<file path="config.mk">
export PLATFORM = sky130hd
export DESIGN_NAME = div16_seq
export DESIGN_NICKNAME = d
export VERILOG_FILES = /design/src/rtl/div16_seq.sv
export SDC_FILE = /design/constraint.sdc
export NUM_CORES = 1
export LEC_CHECK = 0
export ABC_AREA = 1
export BUFFER_PORTS_ARGS = -buffer_cell sky130_fd_sc_hd__buf_4
export CAP_MARGIN = 20
export CORE_MARGIN = 2
export CORE_UTILIZATION = 50
export CTS_CLUSTER_SIZE = 28
export DETAILED_ROUTE_END_ITERATION = 7
export PLACE_DENSITY = 0.71
export SLEW_MARGIN = 25
export SYNTH_ARGS = -nofsm -noshare
export SYNTH_HDL_FRONTEND = slang
export SYNTH_SLANG_ARGS = --single-unit
</file>
<file path="constraint.sdc">
create_clock -name clk -period 2.5 [get_ports clk]
set_input_delay 0.125 -clock clk [delete_from_list [all_inputs] [get_ports clk]]
set_output_delay 0.125 -clock clk [all_outputs]
set_load 0.01 [all_outputs]
</file>
<file path="src/rtl/div16_seq.sv">
// Iterative unsigned restoring divider: one quotient bit per cycle via trial
// subtraction (S + ~divisor + 1), with the carry-out acting as the not-borrow flag.
module div16_seq #(
  parameter int WIDTH = 16
) (
  input  logic             clk,
  input  logic             rst_n,
  input  logic             start,
  input  logic [WIDTH-1:0] dividend,
  input  logic [WIDTH-1:0] divisor,
  output logic             busy,
  output logic             done,
  output logic [WIDTH-1:0] quotient,
  output logic [WIDTH-1:0] remainder,
  output logic             div_err
);

  localparam int CW = $clog2(WIDTH);

  typedef enum logic [1:0] {IDLE, RUN, DONE} state_t;

  state_t          state, state_next;
  logic [CW-1:0]   count;
  logic [WIDTH-1:0] r;
  logic [WIDTH-1:0] q;
  logic [WIDTH-1:0] dvs;

  logic             accept;
  logic             last;
  logic [WIDTH:0]   s;
  logic [WIDTH+1:0] sum;
  logic             no_borrow;
  logic [WIDTH-1:0] r_step;
  logic [WIDTH-1:0] q_step;
  logic             unused_sum_msb;

  assign accept = start && (state != RUN);
  assign last   = (count == CW'(WIDTH - 1));

  // Shift-in and trial subtraction in WIDTH+1 bits; bit WIDTH+1 is the carry-out.
  assign s         = {r, q[WIDTH-1]};
  assign sum       = {1'b0, s} + {1'b0, ~{1'b0, dvs}} + (WIDTH+2)'(1);
  assign no_borrow = sum[WIDTH+1];
  // A restored remainder is always below the divisor, so bit WIDTH is zero.
  assign r_step    = no_borrow ? sum[WIDTH-1:0] : s[WIDTH-1:0];
  assign q_step    = {q[WIDTH-2:0], no_borrow};
  assign unused_sum_msb = sum[WIDTH];

  assign busy = (state == RUN);
  assign done = (state == DONE);

  always_ff @(posedge clk or negedge rst_n) begin
    if (!rst_n) state <= IDLE;
    else        state <= state_next;
  end

  always_comb begin
    state_next = state;
    unique case (state)
      IDLE: if (start) state_next = (divisor == '0) ? DONE : RUN;
      RUN:  if (last) state_next = DONE;
      DONE: begin
        if (start) state_next = (divisor == '0) ? DONE : RUN;
        else       state_next = IDLE;
      end
      default: state_next = IDLE;
    endcase
  end

  always_ff @(posedge clk or negedge rst_n) begin
    if (!rst_n) begin
      count     <= '0;
      r         <= '0;
      q         <= '0;
      dvs       <= '0;
      quotient  <= '0;
      remainder <= '0;
      div_err   <= 1'b0;
    end else if (accept && (divisor != '0)) begin
      count <= '0;
      r     <= '0;
      q     <= dividend;
      dvs   <= divisor;
    end else if (accept) begin
      quotient  <= '1;
      remainder <= dividend;
      div_err   <= 1'b1;
    end else if (state == RUN) begin
      r     <= r_step;
      q     <= q_step;
      count <= count + CW'(1);
      if (last) begin
        quotient  <= q_step;
        remainder <= r_step;
        div_err   <= 1'b0;
      end
    end
  end

endmodule

</file>
==> results of run 1 <==
synthesized netlist by cell type (11+ instances only):
| library cell | count |
|---|---|
| dfrtp_1 | 87 |
| nand2_1 | 217 |
| ha_1 | 17 |
| a21oi_1 | 16 |
| nor2_1 | 53 |
| inv_1 | 96 |
| nand3_1 | 39 |
| o221ai_1 | 15 |
| o21ai_0 | 24 |
| buf_2 | 11 |
| a31oi_1 | 14 |
power groups by stage:
stage	Sequential (mW)	Combinational, mW	Clock, mW
CTS	2.51	5.62	0.975
floorplan	2.53	4.07	0
detailed placement	2.54	5.58	0
global route	2.58	6.37	1.04
global placement	2.51	5.42	0
finish	2.51	5.62	0.970
worst min-delay path, cell delays in order:
cell and delay (ns):
buf_4 0.09, nand2_1 0.06, o221ai_1 0.07
kinds of logic after synthesis:
group	count (synthesis)	share of synthesized area [%]
and+or+nand+nor	347	29.93
buffers and inverters	128	10.57
DFF	87	43.19
AOI/OAI and AO/OA	83	10.13
adders and majority gates	18	4.616
xor gates and xnor gates	9	1.564
per-stage QoR:
step	instances	cell area [sq um]	hold slack (ns)
finish	881	5939	0.02357
global route	881	5939	0.03104
CTS	881	5931	0.01650
global placement	855	5640	0.1422
floorplan	672	5041	-0.1706
detailed placement	855	5640	0.1497
layer usage:
| metal | routed length (um) | vias to the layer above | GRT usage, % |
|---|---|---|---|
| met5 | 0 | - | 0 |
| met4 | 252 | 0 | 7.722 |
| met3 | 678 | 17 | 3.446 |
| met2 | 5864 | 126 | 40.10 |
| met1 | 5489 | 2027 | 30.08 |
| li1 | - | 2261 | - |
state kept, by name (all words and copies together), names as in the netlist:
| name | count |
|---|---|
| dvs | 16 |
| state | 2 |
| quotient | 16 |
| remainder | 16 |
| div_err | 1 |
| r | 16 |
| q | 16 |
| count | 4 |
path summary, 6_finish.rpt:
check                          endpoint  cells after the start
setup / recovery           remainder[2]                     13
hold reg to reg            remainder[4]                      2
max in group asynchronous        dvs[2]                      3
setup reg to reg           remainder[2]                     13
min in group asynchronous   quotient[3]                      2
hold / removal                     q[7]                      3
layout make-up:
type	instances	area (sq um)
clock buffer	11	151.4
timing repair buffer	86	683.2
clock inverter	5	38.79
tap	133	166.4
multi-input combinational	457	2340
inverter	102	382.9
fill	921	3835
sequential	87	2177
repair_timing:
item	CTS	global route
endpoints found under the hold margin	50	0
setup endpoints to repair	0	4
hold buffers	10	0
resized for setup	0	1
==> flow_summary.yaml, run 1 <==
synth:
  synth_top_flop_cell: "dfrtp_1"
  synth_area_per_cell_sq_um: 7.502
  synth_cell_types: 38
  synth.net_count: 725
  async_flop_share_pct: 100.0
  seq_area_frac_synth_pct: 43.19
  synth-seq-cells: 87
  synth-edff-count: 0
  syn_inst: 672
  synth.largest_area_cell: "dfrtp_1"
  ys.warnings.count: 0
  synth_top_area_share_pct: 43.19
  synth.area.top_cells: "dfrtp_1 43%, nand2_1 16%, inv_1 7.1%"
  synth_area_sq_um: 5041
floorplanning:
  io_pins: 70
  core_area_sq_um: 9774
  die_y_um: 104.4
  dieArea_sq_um: 10900
  rows: 36
  die_w_um: 104.4
  initial_core_util_pct: 51.57
clock_network:
  clock_path_buffers: 2
  cts_tree: "yes"
  cts_made_buffers: 9
  cts_max_level: 3
  postCtsSetupBuffers: 0
  clkTransAtPathRegs_ns: 0.10
  clkLatencyLatePin_ns: 0.37
  clock-sinks: 87
  cts_root_buffer: "clkbuf_8"
layout:
  layout.nets: 796
  layout_common_cells: "217 x nand2_1, 96 x inv_1, 87 x dfrtp_1"
  num_antenna_cells: 0
  final_common_cell: "nand2_1"
  area_delta_synth_final_pct: 17.82
  layout-drive-gt1-share_pct: 16.04
  fin_util_pct: 60.77
power_and_ir_drop:
  pwr-share-clk_pct: 10.7
  p_leak_nw: 3.235
  internal-power_mw: 4.602
  power_density_nw_per_um2: 1533
  p_sw_share_pct: 49.47
  p_comb_share_pct: 61.7
  p_switching_mw: 4.506
  vdd_ir_drop_max_v: 0.0006347
  p_seq_share_pct: 27.6
  totalPowerFinal_mw: 9.108
sta:
  setup_viol: 0
  worst_slack_ns: 0.2585
  period_minus_slack_ns: 2.242
  period_share_pct: 89.66
  clock.fmax_mhz: 446.1
  hold_viol: 0
  rsz0062_at_grt: "false"
  finClkSkew_ns: 0.01162
  tns_ns: 0
  slew_headroom_pct: 63.26
  maxSlewViolCount: 0
  worstMarginPinSlew_ns: 0.5511
route:
  firstDrtPassIters: 4
  antenna_left: 0
  num_vias: 4431
  drc: 0
  initialDrtViolationCount: 318
  via_per_inst: 5.030
  wl_mm: 12.28
  wl_per_cell_um: 13.94
place:
  pre_cts_ws_ns: 0.2315
  place.gp.congestion: 0.8970
  hpwl_mm: 9.196
  portBuffers: 69
setup_path:
  critPathMaxFanout: 18
  cp-start-kind: "flop"
  r2r-start: "r[3]"
  worstPathRequired_ns: 2.75
  critical_path_buf_inv_count: 1
  crit_top_cell: "nand2_1"
  critPathTopFamily: "simple AND/OR/NAND/NOR gates"
  slowest_delay_ns: 0.42
  slowest_stage: "dfrtp_1"
  crit_path_end_kind: "flop"
  crit_arrival_ns: 2.49
  r2r_slack_ns: 0.26
  worstSetupPathType: "reg2reg"
  crit_path_start: "r[3]"
  crit_chain: "ha_1 -> nand2_1 -> nand2_1 -> inv_1 -> nand2_1 -> nand2_1 -> nand3_2 -> nand2_4 -> nand2_8 -> nand2_1 -> nand2_1 -> o21ai_0 -> nand2_1"
status:
  outcome: "finished, final reports clean"
worst_hold_path:
  min_from: "dividend[7]"
  hp-class: "in2reg"
global_route:
  grt_pass1_vias: 4421
  overflow: 0
  grt_max_degree: 47
  grt_pass1_wl_mm: 20.51
  antenna_found_initial: 0
  grt_usage_pct: 23.32
flow_run:
  max_cap_violations: 0
Note: power is estimated with default switching activity, not from simulation.
==> run 2: changes to the inputs <==
--- a/config.mk
+++ b/config.mk
@@ -5,7 +5,6 @@
 export SDC_FILE = /design/constraint.sdc
 export NUM_CORES = 1
 export LEC_CHECK = 0
-export ABC_AREA = 1
 export BUFFER_PORTS_ARGS = -buffer_cell sky130_fd_sc_hd__buf_4
 export CAP_MARGIN = 20
 export CORE_MARGIN = 2
==> flow_summary.yaml, run 2 <==
clock_network:
  cts_tree: "yes"
  clkTransAtPathRegs_ns: 0.09
  clock_path_buffers: 2
  clock-sinks: 87
  cts_max_level: 3
  cts_made_buffers: 9
  clkLatencyLatePin_ns: 0.36
  cts_root_buffer: "clkbuf_8"
place:
  placedCellCount: 689
  hpwl_mm: 8.708
  post_dp_cell_area_sq_um: 5364
  place.gp.congestion: 0.9239
  portBuffers: 69
synth:
  synth_cell_types: 57
  yosysMostFrequentCell: "dfrtp_1"
  synth.net_count: 576
  ys.warnings.count: 0
  async_flop_share_pct: 100.0
  synth-edff-count: 0
  synth_area_per_cell_sq_um: 9.029
  synth-seq-cells: 87
  synth_area_sq_um: 4722
  seq_area_frac_synth_pct: 46.10
  synth.largest_area_cell: "dfrtp_1"
  synth_top_flop_cell: "dfrtp_1"
  synth.area.top_cells: "dfrtp_1 46%, nand2_1 6.0%, a21oi_1 4.6%"
  synthTopCellsByCount: "87 x dfrtp_1, 75 x nand2_1, 43 x a21oi_1, 36 x nor2_1, 33 x o21ai_0"
  synth_top_area_share_pct: 46.10
  syn_inst: 523
layout:
  final_common_cell: "buf_4"
  area_delta_synth_final_pct: 25.54
  stdcell_area_sq_um: 5928
  layout.nets: 673
  finalNonFillerCells: 735
  layout_common_cells: "89 x buf_4, 87 x dfrtp_1, 75 x nand2_1"
  fill_cells: 766
  layout-drive-gt1-share_pct: 20.83
  num_antenna_cells: 0
worst_hold_path:
  min_from: "divisor[8]"
  worstHoldEndpoint: "dvs[8]"
  min_path_cells: 3
  hp-class: "in2reg"
global_route:
  grt_pass1_wl_mm: 20.12
  antenna_found_initial: 0
  grt_usage_pct: 25.16
  overflow: 0
  grt_pass1_vias: 4136
  grt_max_degree: 88
power_and_ir_drop:
  power_density_nw_per_um2: 1668
  vdd_ir_drop_max_v: 0.0007118
  p_leak_nw: 2.661
setup_path:
  worstPathRequired_ns: 2.74
  ff2ff_path_depth: 9
  r2r_slack_ns: 0.1
  crit_path_end_kind: "flop"
  critPathMaxFanout: 9
  r2r_end: "remainder[15]"
  worstSetupPathType: "reg2reg"
  crit_arrival_ns: 2.64
  r2r-start: "r[11]"
  cp-start-kind: "flop"
floorplanning:
  initial_core_util_pct: 51.35
  io_pins: 70
  rows: 35
  die_w_um: 101.2
  dieArea_sq_um: 10240
  core_area_sq_um: 9196
  die_y_um: 101.2
status:
  outcome: "finished, final reports clean"
route:
  antenna_left: 0
  num_vias: 4202
  initialDrtViolationCount: 248
  wl_per_cell_um: 16.54
  drc: 0
  firstDrtPassIters: 4
  via_per_inst: 5.717
  wl_mm: 12.16
sta:
  setup_viol: 0
  clock.fmax_mhz: 416.6
  hold_viol: 0
  slew_headroom_pct: 46.15
  period_share_pct: 96.03
  period_minus_slack_ns: 2.401
  finClkSkew_ns: 0.009319
  worstMarginPinSlew_ns: 0.8078
  maxSlewViolCount: 0
flow_run:
  max_cap_violations: 0
## run 2: worst max-delay path, cell delays in order (launching register included)
cell and delay [ns]:
dfrtp_1 0.42, ha_2 0.43, nand2_2 0.10, o31a_1 0.38, nor2_4 0.12, o2bb2ai_4 0.13, buf_4 0.17, buf_4 0.15
a311oi_1 0.27, o21ai_1 0.11
## run 2: timing repair
action | CTS | global route
endpoints found under the hold margin | 111 | 0
pin swaps | 1 | 0
hold buffers | 25 | 0
setup endpoints to repair | 6 | 26
resized for setup | 0 | 7
buffers inserted | 6 | 0
## run 2: metal layers
| layer | part of all wire [%] | wire length [um] | vias to the layer above | track usage (%) |
|---|---|---|---|---|
| li1 | - | - | 2047 | - |
| met1 | 47 | 5708 | 2030 | 35.38 |
| met2 | 47 | 5751 | 113 | 41.16 |
| met3 | 4.5 | 551 | 12 | 3.727 |
| met4 | 1.2 | 146 | 0 | 6.549 |
| met5 | 0 | 0 | - | 0 |
## run 2: worst max-delay path by stage
| stage | startpoint | to | slack, ns | cells after the start |
|---|---|---|---|---|
| 3_3_place_gp | r[11] | r[15] | 0.05 | 7 |
| 3_5_place_dp | r[11] | r[14] | 0.02 | 7 |
| 4_1_cts | r[11] | remainder[15] | 0.08 | 9 |
| 5_1_grt | dvs[12] | remainder[15] | -0.01 | 10 |
| 6_report | r[11] | remainder[15] | 0.1 | 9 |
| 2_1_floorplan | r[14] | remainder[2] | 0.39 | 8 |
## run 2: cell families (layout without fill, tap and decap cells)
logic type      after synthesis  in the layout  share of synthesized area [%]
simple gates                197            197                          20.43
fa+ha+maj                    18             18                          4.928
flops                        87             87                          46.10
xor+xnor                     12             12                          2.226
buf+inv                      49            150                          4.451
mux                          10             10                          2.173
compound gates              150            150                          19.69
## run 2: layout make-up
class	instances	area (sq um)	area share, %
Timing Repair Buffer	116	949.7	16.02
Clock inverter	5	106.4	1.794
Multi-Input combinational cell	387	2357	39.76
Clock buffer	10	127.6	2.153
Sequential cell	87	2177	36.72
Inverter	19	71.32	1.203
Tap cell	111	138.9	2.343
## run 2: report_power, final
| part | switching [mW] | total (mW) | internal [mW] |
|---|---|---|---|
| logic | 3.35 | 6.09 | 2.73 |
| clock network | 0.526 | 1.19 | 0.663 |
| registers | 0.479 | 2.61 | 2.13 |
| total | 4.36 | 9.89 | 5.53 |
## run 2: per-stage QoR
step	power (mW)	utilization, %	setup TNS [ns]	setup slack [ns]	hold WS [ns]
final	9.888	64.46	0	0.09936	0.002226
after global routing	10.74	64.46	-0.01667	-0.01491	0.008282
after CTS	9.801	64.22	0	0.08274	0.001403
after detailed placement	8.286	58.33	0	0.02219	0.2482
after global placement	8.129	58.29	0	0.04921	0.3447
after floorplan	6.655	-	0	0.3873	-0.1706
==> run 3: changes to the inputs <==
--- a/config.mk
+++ b/config.mk
@@ -8,11 +8,10 @@
 export BUFFER_PORTS_ARGS = -buffer_cell sky130_fd_sc_hd__buf_4
 export CAP_MARGIN = 20
 export CORE_MARGIN = 2
-export CORE_UTILIZATION = 50
+export CORE_UTILIZATION = 30
 export CTS_CLUSTER_SIZE = 28
 export DETAILED_ROUTE_END_ITERATION = 7
-export PLACE_DENSITY = 0.71
-export SLEW_MARGIN = 25
+export PLACE_DENSITY = 0.47
 export SYNTH_ARGS = -nofsm -noshare
 export SYNTH_HDL_FRONTEND = slang
 export SYNTH_SLANG_ARGS = --single-unit
==> constraint.sdc (replaced) <==
create_clock -name clk -period 3 [get_ports clk]
set_input_delay 0.15 -clock clk [delete_from_list [all_inputs] [get_ports clk]]
set_output_delay 0.15 -clock clk [all_outputs]
set_load 0.01 [all_outputs]
==> flow_summary.yaml, run 3 (synthesis results as in run 2) <==
sta:
  slew_headroom_pct: 46.86
  worst_slack_ns: 0.3515
  finClkSkew_ns: 0.009291
  clock.fmax_mhz: 377.6
  rsz0062_at_grt: "false"
  worstMarginPinSlew_ns: 0.7942
  period_share_pct: 88.28
  setup_viol: 0
  period_minus_slack_ns: 2.649
  hold_viol: 0
  tns_ns: 0
  maxSlewViolCount: 0
layout:
  layout.nets: 640
  fill_cells: 1613
  num_antenna_cells: 0
  final_common_cell: "dfrtp_1"
  area_delta_synth_final_pct: 21.89
  layout_common_cells: "87 x dfrtp_1, 82 x buf_4, 75 x nand2_1"
  layout-drive-gt1-share_pct: 19.43
setup_path:
  slowest_delay_ns: 0.58
  critPathTopFamily: "compound AO/OA/AOI/OAI gates"
  worstSetupPathType: "reg2reg"
  slowest_stage: "o2bb2ai_4"
  crit_arrival_ns: 2.85
  worstPathRequired_ns: 3.20
  crit_chain: "ha_1 -> nor3_1 -> o31a_1 -> nor2_4 -> o2bb2ai_4 -> nand2b_1 -> o21ai_0"
  cp-start-kind: "flop"
  critical_path_buf_inv_count: 0
  critPathMaxFanout: 25
  crit_path_end_kind: "flop"
worst_hold_path:
  hp-class: "in2reg"
power_and_ir_drop:
  vdd_ir_drop_max_v: 0.0004028
  p_leak_nw: 2.535
  power_density_nw_per_um2: 1381
clock_network:
  cts_max_level: 3
  clock_path_buffers: 2
  cts_tree: "yes"
  clkTransAtPathRegs_ns: 0.06
  cts_resized: 0
  cts_root_buffer: "clkbuf_16"
  cts_made_buffers: 9
  clkLatencyLatePin_ns: 0.34
  clock-sinks: 87
route:
  drc: 0
  num_vias: 4064
  via_per_inst: 5.061
  firstDrtPassIters: 4
  initialDrtViolationCount: 302
  antenna_left: 0
  wl_per_cell_um: 16.75
  wl_mm: 13.45
place:
  hpwl_mm: 10.10
  portBuffers: 69
  place.gp.congestion: 0.8744
  pre_cts_ws_ns: 0.3480
global_route:
  grt_max_degree: 41
  grt_usage_pct: 16.85
  overflow: 0
  grt_pass1_wl_mm: 21.86
  antenna_found_initial: 0
  grt_pass1_vias: 4024
floorplanning:
  io_pins: 70
  die_w_um: 129.5
  initial_core_util_pct: 30.83
  core_area_sq_um: 15310
  die_y_um: 129.5
  dieArea_sq_um: 16760
  rows: 45
status:
  outcome: "finished, final reports clean"
flow_run:
  max_cap_violations: 0
==> run 3: changes by cell type in the layout (fill, tap and decap cells not counted), sizes merged <==
| cell | delta |
|---|---|
| dlygate4sd3 | -24 |
| buf | -9 |
| bufinv | -3 |
| clkbuf | +1 |
| clkinv | +1 |
| clkinvlp | +1 |
| inv | +1 |
==> run 3: cell type report <==
cell class	instances	area, sq um	share of cell area [%]
Clock inverter	5	40.04	0.6957
Clock buffer	11	242.7	4.217
Timing Repair Buffer	83	625.6	10.87
Sequential cell	87	2177	37.83
Tap cell	211	264.0	4.587
Inverter	19	71.32	1.239
Multi-Input combinational cell	387	2335	40.57
==> run 3: final timing paths <==
path                             from            to  slack (ns)  depth (start not counted)
hold / removal             divisor[0]        dvs[0]        0.03                          3
setup / recovery                 r[8]         r[11]        0.35                          7
min in group asynchronous       rst_n  quotient[13]        0.34                          2
hold reg to reg               div_err       div_err        0.48                          2
max in group asynchronous       rst_n        dvs[9]        1.88                          3
setup reg to reg                 r[8]         r[11]        0.35                          7
==> run 3: metrics by stage <==
step / cells / util [%] / total power [mW] / hold slack (ns) / area, sq um
final: 803 / 37.58 / 7.949 / 0.02584 / 5756
after global routing: 803 / 37.58 / 8.723 / 0.02719 / 5756
after CTS: 803 / 37.58 / 8.043 / 0.01398 / 5756
after detailed placement: 786 / 35.67 / 6.922 / 0.1726 / 5463
after global placement: 786 / 35.67 / 6.804 / 0.1677 / 5463
after floorplan: 523 / - / 5.546 / -0.1456 / 4722
==> run 3: worst min-delay path, delay by kind of cell <==
| family | cells | cell delay, ns |
|---|---|---|
| and+or+nand+nor | 2 | 0.10 |
| buffers and inverters | 1 | 0.09 |
==> run 3: power by group <==
| group | internal (mW) | switching (mW) |
|---|---|---|
| registers | 1.78 | 0.410 |
| logic | 1.96 | 2.72 |
| clock network | 0.592 | 0.488 |
| total | 4.34 | 3.61 |
==> run 3: repair_timing <==
item / in CTS / in global routing
hold buffers: 1 / 0
setup buffers: 0 / 0
hold endpoints to repair: 37 / 0
==> run 3: metal layers <==
layer	part of all wire, %	GRT usage [%]
met1	49	24.55
met2	45	25.85
met3	5.2	4.088
met4	0.63	2.846
met5	0	0
